==> config.mk <==
export PLATFORM = sky130hd
export DESIGN_NAME = diff_backprop_rx
export DESIGN_NICKNAME = d
export VERILOG_FILES = /design/src/rtl/diff_backprop_pkg.sv /design/src/rtl/diff_backprop_fifo.sv /design/src/rtl/diff_backprop_rx.sv
export SDC_FILE = /design/constraint.sdc
export NUM_CORES = 1
export LEC_CHECK = 0
export ABC_AREA = 1
export BUFFER_PORTS_ARGS = -buffer_cell sky130_fd_sc_hd__buf_4
export CAP_MARGIN = 30
export CORE_ASPECT_RATIO = 0.8
export CORE_UTILIZATION = 40
export CTS_CLUSTER_SIZE = 28
export DETAILED_ROUTE_END_ITERATION = 10
export PLACE_DENSITY = 0.62
export SLEW_MARGIN = 20
export SYNTH_ARGS = -nofsm -noshare
export SYNTH_HDL_FRONTEND = slang
export SYNTH_SLANG_ARGS = --single-unit
==> constraint.sdc <==
create_clock -name clk -period 25.7 [get_ports clk]
set_clock_uncertainty 0.05 [all_clocks]
set_input_delay 1.285 -clock clk [delete_from_list [all_inputs] [get_ports clk]]
set_output_delay 1.285 -clock clk [all_outputs]
set_load 0.01 [all_outputs]
==> src/rtl/diff_backprop_pkg.sv <==
// Shared types for the diff back-propagation receiver.
//   state_e  : emitter FSM states
//   bundle_t : scalar part of one captured bundle. The diff vectors are
//              parameter-sized, so the top appends them to this record
//              when it writes the buffer.
package diff_backprop_pkg;

  typedef enum logic [0:0] {
    StIdle,
    StEmit
  } state_e;

  typedef struct packed {
    logic [31:0] layer;
    logic [31:0] row;
    logic        backprop_cost;
    logic [31:0] dense_type;
  } bundle_t;

endpackage

==> src/rtl/diff_backprop_fifo.sv <==
// Small circular buffer of bundle entries for diff_backprop_rx.
// Ports:
//   clk_i, rst_i        : clock, synchronous active-high reset
//   push_i, wdata_i     : write request and entry
//   pop_i, rdata_o      : drop the head entry; rdata_o always shows the head
//   full_o, empty_o     : occupancy flags
//   count_o             : number of entries held
// A push while full is accepted when a pop happens in the same cycle.
module diff_backprop_fifo #(
  parameter int unsigned depth = 2,
  parameter int unsigned Width = 8,
  localparam int unsigned CntW = $clog2(depth + 1)
) (
  input  logic            clk_i,
  input  logic            rst_i,
  input  logic            push_i,
  input  logic [Width-1:0] wdata_i,
  input  logic            pop_i,
  output logic [Width-1:0] rdata_o,
  output logic            full_o,
  output logic            empty_o,
  output logic [CntW-1:0] count_o
);

  localparam int unsigned PtrW = (depth > 1) ? $clog2(depth) : 1;
  localparam logic [PtrW-1:0] LastPtr = PtrW'(depth - 1);

  logic [Width-1:0] mem_q [depth];
  logic [PtrW-1:0]  wptr_q, rptr_q;
  logic [CntW-1:0]  count_q;
  logic             do_push, do_pop;

  function automatic logic [PtrW-1:0] ptr_inc(input logic [PtrW-1:0] p);
    return (p == LastPtr) ? '0 : p + 1'b1;
  endfunction

  assign full_o  = (count_q == CntW'(depth));
  assign empty_o = (count_q == '0);
  assign count_o = count_q;
  assign rdata_o = mem_q[rptr_q];

  assign do_pop  = pop_i & ~empty_o;
  assign do_push = push_i & (~full_o | do_pop);

  always_ff @(posedge clk_i) begin
    if (do_push) mem_q[wptr_q] <= wdata_i;
  end

  always_ff @(posedge clk_i) begin
    if (rst_i) begin
      wptr_q  <= '0;
      rptr_q  <= '0;
      count_q <= '0;
    end else begin
      if (do_push) wptr_q <= ptr_inc(wptr_q);
      if (do_pop)  rptr_q <= ptr_inc(rptr_q);
      if (do_push && !do_pop)      count_q <= count_q + 1'b1;
      else if (!do_push && do_pop) count_q <= count_q - 1'b1;
    end
  end

endmodule

==> src/rtl/diff_backprop_rx.sv <==
// Receives diff bundles on the rising edge of in_strobe, buffers them and
// streams each one out element by element (col = 0..size-1).
// Ports:
//   clk, reset                 : clock, synchronous active-high reset
//   in_strobe, is_update       : bundle offer (rising edge) and keep flag
//   w_layer_index .. diff_cost : bundle scalars and vectors
//   out_valid/out_ready        : beat handshake; out_last marks col size-1
//   out_col .. out_cost        : element beat (all zero while idle)
//   overflow                   : sticky, set when a bundle is dropped
//   busy                       : buffer non-empty or emitting
// Optional: define DIFF_BACKPROP_RX_STATS_EN to add emitted_count and
// dropped_count (16-bit, saturating).
module diff_backprop_rx
  import diff_backprop_pkg::*;
#(
  parameter int unsigned size            = 3,
  parameter int unsigned data_size       = 16,
  parameter int unsigned dense_type_size = 4,
  parameter int unsigned depth           = 2
) (
  input  logic                          clk,
  input  logic                          reset,
  input  logic                          in_strobe,
  input  logic [31:0]                   w_layer_index,
  input  logic [31:0]                   w_row_index,
  input  logic                          backprop_cost,
  input  logic [31:0]                   dense_type,
  input  logic                          is_update,
  input  logic [size*data_size-1:0]     diff_to_all,
  input  logic [size*data_size-1:0]     diff_start,
  input  logic [size*data_size-1:0]     diff_dense,
  input  logic [size*data_size-1:0]     diff_cost,
  output logic                          out_valid,
  input  logic                          out_ready,
  output logic                          out_last,
  output logic [31:0]                   out_col,
  output logic [31:0]                   out_layer,
  output logic [31:0]                   out_row,
  output logic                          out_backprop_cost,
  output logic [dense_type_size-1:0]    out_dense_type,
  output logic [data_size-1:0]          out_to_all,
  output logic [data_size-1:0]          out_start,
  output logic [data_size-1:0]          out_dense,
  output logic [data_size-1:0]          out_cost,
  output logic                          overflow,
  output logic                          busy
`ifdef DIFF_BACKPROP_RX_STATS_EN
  ,
  output logic [15:0]                   emitted_count,
  output logic [15:0]                   dropped_count
`endif
);

  localparam int unsigned VecW   = size * data_size;
  localparam int unsigned EntryW = $bits(bundle_t) + 4 * VecW;
  localparam int unsigned ColW   = (size > 1) ? $clog2(size) : 1;
  localparam int unsigned CntW   = $clog2(depth + 1);
  localparam logic [ColW-1:0] LastCol = ColW'(size - 1);

  state_e          state_q;
  logic [ColW-1:0] col_q;
  logic            strobe_q, armed_q, overflow_q;

  logic            strobe_edge, offer, push, pop, drop, accept, last_beat, more;
  logic            full, empty;
  logic [CntW-1:0] count;
  logic [EntryW-1:0] wdata, rdata;
  bundle_t         in_hdr, head_hdr;
  logic [VecW-1:0] head_to_all, head_start, head_dense, head_cost;

  // armed_q stays low after reset until in_strobe is seen low, so a strobe
  // held high across reset release is not taken as a new edge.
  assign strobe_edge = in_strobe & ~strobe_q & armed_q;
  assign offer       = strobe_edge & is_update;

  assign out_valid = (state_q == StEmit);
  assign accept    = out_valid & out_ready;
  assign last_beat = (col_q == LastCol);
  assign pop       = accept & last_beat;
  assign push      = offer & (~full | pop);
  assign drop      = offer & full & ~pop;
  // Another entry remains after the current pop (possibly the one pushed now).
  assign more      = (count > CntW'(1)) | push;

  assign in_hdr = '{layer: w_layer_index, row: w_row_index,
                    backprop_cost: backprop_cost, dense_type: dense_type};
  assign wdata  = {in_hdr, diff_to_all, diff_start, diff_dense, diff_cost};
  assign {head_hdr, head_to_all, head_start, head_dense, head_cost} = rdata;

  diff_backprop_fifo #(
    .depth (depth),
    .Width (EntryW)
  ) u_fifo (
    .clk_i   (clk),
    .rst_i   (reset),
    .push_i  (push),
    .wdata_i (wdata),
    .pop_i   (pop),
    .rdata_o (rdata),
    .full_o  (full),
    .empty_o (empty),
    .count_o (count)
  );

  always_ff @(posedge clk) begin
    if (reset) begin
      state_q    <= StIdle;
      col_q      <= '0;
      strobe_q   <= 1'b0;
      armed_q    <= 1'b0;
      overflow_q <= 1'b0;
    end else begin
      strobe_q <= in_strobe;
      armed_q  <= armed_q | ~in_strobe;
      if (drop) overflow_q <= 1'b1;
      unique case (state_q)
        StIdle: begin
          if (!empty) begin
            state_q <= StEmit;
            col_q   <= '0;
          end
        end
        StEmit: begin
          if (accept) begin
            if (last_beat) begin
              col_q <= '0;
              if (!more) state_q <= StIdle;
            end else begin
              col_q <= col_q + 1'b1;
            end
          end
        end
        default: state_q <= StIdle;
      endcase
    end
  end

  assign overflow = overflow_q;
  assign busy     = ~empty | (state_q == StEmit);

  always_comb begin
    out_last          = 1'b0;
    out_col           = '0;
    out_layer         = '0;
    out_row           = '0;
    out_backprop_cost = 1'b0;
    out_dense_type    = '0;
    out_to_all        = '0;
    out_start         = '0;
    out_dense         = '0;
    out_cost          = '0;
    if (out_valid) begin
      out_last          = last_beat;
      out_col           = 32'(col_q);
      out_layer         = head_hdr.layer;
      out_row           = head_hdr.row;
      out_backprop_cost = head_hdr.backprop_cost;
      out_dense_type    = head_hdr.dense_type[dense_type_size-1:0];
      out_to_all        = head_to_all[col_q*data_size +: data_size];
      out_start         = head_start[col_q*data_size +: data_size];
      out_dense         = head_dense[col_q*data_size +: data_size];
      out_cost          = head_cost[col_q*data_size +: data_size];
    end
  end

  logic unused_dense_hi;
  assign unused_dense_hi = ^head_hdr.dense_type[31:dense_type_size];

`ifdef DIFF_BACKPROP_RX_STATS_EN
  logic [15:0] emitted_q, dropped_q;

  always_ff @(posedge clk) begin
    if (reset) begin
      emitted_q <= '0;
      dropped_q <= '0;
    end else begin
      if (pop && emitted_q != 16'hFFFF)  emitted_q <= emitted_q + 16'd1;
      if (drop && dropped_q != 16'hFFFF) dropped_q <= dropped_q + 16'd1;
    end
  end

  assign emitted_count = emitted_q;
  assign dropped_count = dropped_q;
`endif

endmodule

* Word-level counts from Yosys, hierarchy flattened *
Memories as Yosys holds them, arrays and structs flattened. A register that Yosys moved wholly into a read port is not among the register bits.
Index checks and enable logic that the tools add are counted.

storage, ports and cells
  bits in registers = 10
  RAM bits = 578
  output and inout bits = 169
  logic and storage cells = 78
  memories kept = 1

memories
  memory        depth  width  rd ports  clocked after Yosys merged registers in  write ports  RTL line                  text
  u_fifo.mem_q  2      289    1         1                                        1            diff_backprop_fifo.sv:28  logic [Width-1:0] mem_q [depth];

operators by class
  add/subtract/negate cells = 5
  order comparisons = 1
  equal/unequal tests = 4
  shift operators = 4
  muxes and demuxes = 27
  bitwise gates (word level) = 21
  reductions and logical operators = 7

operator list
  kind                 number
  $shiftx 48x7->16     4
  $mux 16              4
  $mux 32              2
  $mux 1               12
  $mux 2               6
  $and 1x1->1          10
  $not 1->1            6
  $or 1x1->1           5
  $add 2x1->2 const B  2
  $eq 2x2->1 const B   2
  $mux 4               1
  $pmux 2 s2           1
  $add 1x1->1 const B  2
  $gt 2x1->1 const B   1
  $logic_and 1x1->1    2
  $logic_not 1->1      2
  $logic_not 2->1      1
  $ne 2x1->1 const B   1
  $ne 2x2->1 const B   1
  $pmux 1 s2           1
  $reduce_and 2->1     1
  $reduce_bool 2->1    1
  $sub 2x1->2 const B  1

* Depth between registers and ports, before layout *
  depth after elaboration = 10
  depth in mapped cells = 11

* By module *
Synthesis repeated with hierarchy kept, for this count alone.

unflattened totals
  cells, all modules = 1574
  area, all modules = 24666.2 um^2

modules (own cells, without submodules)
  module              times used  cells an instance  area an instance (um^2)  sequential area each (um^2)
  diff_backprop_fifo  1           939                21928.5                  17456.7
  diff_backprop_rx    1           635                2737.6                   120.1

* Worst setup path after synthesis *
Ideal clock, no wire load.

  path type = input -> register
  start point = input port in_strobe
  end point = memory u_fifo.mem_q[0][0] (netlist name), enable pin
  arrival = 12621 ps
  data required time = 24762 ps
  setup slack = 12141 ps
  cell stages on the path = 4
  buffers on the path = 0
  cells stage by stage = inv_1 nor3_1 nand2_1 nor2_1

on the way
  longest elaborated chain between the ends = 7

ends and longest elaborated chain
  element                       RTL line                  text
  from (decl)                   diff_backprop_rx.sv:23    input logic in_strobe,
  $and 1x1->1 (2 in series)     diff_backprop_rx.sv:73    assign strobe_edge = in_strobe & ~strobe_q & armed_q;
  $and 1x1->1                   diff_backprop_rx.sv:74    assign offer = strobe_edge & is_update;
  $and 1x1->1                   diff_backprop_rx.sv:80    assign push = offer & (~full | pop);
  $and 1x1->1                   diff_backprop_fifo.sv:43  assign do_push = push_i & (~full_o | do_pop);
  $mux 1                        diff_backprop_fifo.sv:46  if (do_push) mem_q[wptr_q] <= wdata_i;
  $mux 1 (not written as such)  diff_backprop_fifo.sv:46
  to (decl)                     diff_backprop_fifo.sv:28

No other way between the ends.

==> metrics <==
Startpoint Class=flop; Final Hold Slack=0.427 ns; Most used DFF post-synth=edfxtp_1; initial DRC count=920; Starting Density=41.0%; synth warn=0; library cells used by synthesis=26; final worst path period need=4.63 ns; root buf cell=clkbuf_16; Final HPWL DP=30000 um; Synth area leaders=edfxtp_1 (74%), nor2_1 (5.0%), o211ai_1 (4.5%), o21ai_0 (3.2%), or2_1 (2.2%); Nets=2252; core area=51600 sq um; gpl congestion=0.751; Max-cap violations=0; share of layout cells above drive strength 1=25.6%; Die Height=208 um; R2R setup slack=21.54 ns; H-tree depth=2; post-CTS setup buffer count=0; clock latency on the worst-skew pair=0.59 ns; reg-to-reg endpoint=u_fifo.mem_q[0][162]; Clock transition at path regs=0.06 ns; Seq cells post-synth=533; RSZ-0062 raised after global routing=no; Max Freq=216 MHz; crit-path max FO=85; initial antenna violation count=2; Setup TNS Final=0 ns; Worst R2R Path Depth=8; DR WL/cell=18.8 um; total congestion overflow=0; slew of the pin with the lowest slew margin=0.974 ns; fin crit share=18.0%; top-count cell post-synth=edfxtp_1; Via Count=13200; min-delay src=u_fifo.rptr_q; IO buf count=404; asr flop ratio synth=0%; # hold bufs at CTS=0; Psw=368 uW; Min-Delay Path Class=reg2reg; switching part of the total power=20.8%; Row Count=74; Arrival @ worst endpoint=3.29 ns; first-pass GRT wire length=76000 um; Clock power frac=39.5%; Synth Area per Inst=13.5 sq um; cts repair resizes=0; status=finished clean; FILL cells=4429; Longest Clk Path Bufs=3; sequential cell area fraction in the yosys report=75.2%; CTS sink cnt=533; WS Path Type=reg2out; Peak VDD IR=0.0510 mV; Area Growth Syn to Fin=24.4%; Die X=259 um; CTS Buf Count=53; vias in the first global route=13100; DRT Wirelength=50300 um; Die ar.=53700 sq um; Worst slew margin=35.0%; P per Cell Area=67.4 nW/um^2; crit path to=out_start[0]; RR Startpoint=out_valid; fin. max-slew vios=0; Final Util=51.0%; share of the synthesized area in the top cell type=74.2%; CTS tree=done; Pre-antenna DRT Iters=5; Via density=4.94; DRC errors left=0; Synth Cell Area=21100 sq um; antenna-violating nets left=0; Reg power frac=54.9%; # IOs=463; number of synthesized flops with an enable pin=522; largest net degree at the start of global routing=89; Leak Pwr=10.1 nW; P_int=1.40 mW; Comb pwr share=5.6%; nature of the critical path endpoint=output pin; Critical Path RT=24.36 ns; Fin. Hold Viols=0; cell count after synthesis=1567; # setup viols final=0; power after layout=1.77 mW; Post-synth top cells=edfxtp_1 (522), nor2_1 (279), o21ai_0 (136), o211ai_1 (128), inv_1 (78); Total Routing Usage GR=18.2%; dominant cell type by area after synthesis=edfxtp_1
final cells by class:
class                           instances  area [sq um]  share of cell area, %
Clock inverter                         20           150                  0.571
Multi-Input combinational cell        860          4360                   16.6
Tap cell                              684           856                   3.26
Inverter                               81           319                   1.21
Sequential cell                       533         15900                   60.5
Timing Repair Buffer                  425          3310                   12.6
Antenna cell                            1          2.50                0.00952
Clock buffer                           68          1380                   5.26
registers in the layout, summed over array words and instances, names as in the netlist, named ones only:
register,count
armed_q,1
col_q,2
out_valid,1
overflow,1
strobe_q,1
u_fifo.count_o,2
u_fifo.mem_q,522
u_fifo.rptr_q,1
u_fifo.wptr_q,1
cell usage in the layout, fill, tap and decap left out, types with 8 or more instances in the layout:
cell type  instances
buf_4            418
clkbuf_1          15
clkbuf_16         53
conb_1            30
dfxtp_1            9
edfxtp_1         522
inv_1             77
nand2_1           76
nand3_1           66
nor2_1           277
o211ai_1         128
o21ai_0          136
or2_0             47
or2_1             73
or2_2              8
per-layer routing:
metal  track usage (%)  vias up  share of wire, %
li1                  -     6309                 -
met5                 0        -             0.020
met1              24.1     6440                42
met3              5.82       58               8.6
met2              29.1      395                47
met4              4.45        2               1.6
worst max-delay path, stage by stage (launching register included):
cell      delay (ns)
dfxtp_4         0.87
inv_8           0.38
buf_4           0.42
buf_12          0.27
o211ai_1        0.28
nand3_1         0.11
nand2_1         0.07
inv_1           0.05
buf_4           0.13
worst min path at each step:
stage / endpoint / slack [ns] / cells after the start
global placement: armed_q / 0.40 / 2
global route: flop / 0.48 / 2
CTS: u_fifo.rptr_q / 0.43 / 2
finish: flop / 0.43 / 2
floorplan: armed_q / 0.39 / 2
detailed placement: u_fifo.rptr_q / 0.43 / 2
stage by stage:
stage / worst slack [ns] / cell area (sq um) / std cells
final: 21.07 / 26300 / 2672
after global routing: 20.75 / 26300 / 2672
after CTS: 20.98 / 26300 / 2670
after detailed placement: 21.05 / 24700 / 2582
after global placement: 20.57 / 24600 / 2576
after floorplan: 12.14 / 21200 / 1596
cell families (layout without fill, tap and decap cells):
kind of cell	Yosys count	in the layout	synth area share, %
AO/OA/AOI/OAI	273	273	7.99
adder cells (fa/ha/maj)	4	4	0.237
buffers and inverters	203	594	4.73
other	1	31	0.0178
AND/OR/NAND/NOR	552	552	11.7
XOR/XNOR	1	1	0.0415
flip-flops	533	533	75.2
power by group through the flow:
stage,Combinational [mW],Sequential (mW),Clock [mW]
final,0.0989,0.971,0.700
after global routing,0.109,0.972,0.754
after CTS,0.0998,0.971,0.721
after detailed placement,0.0995,0.990,0
after global placement,0.0959,0.989,0
after floorplan,0.0411,0.991,0
No activity file was read; power rests on OpenSTA's default activity.
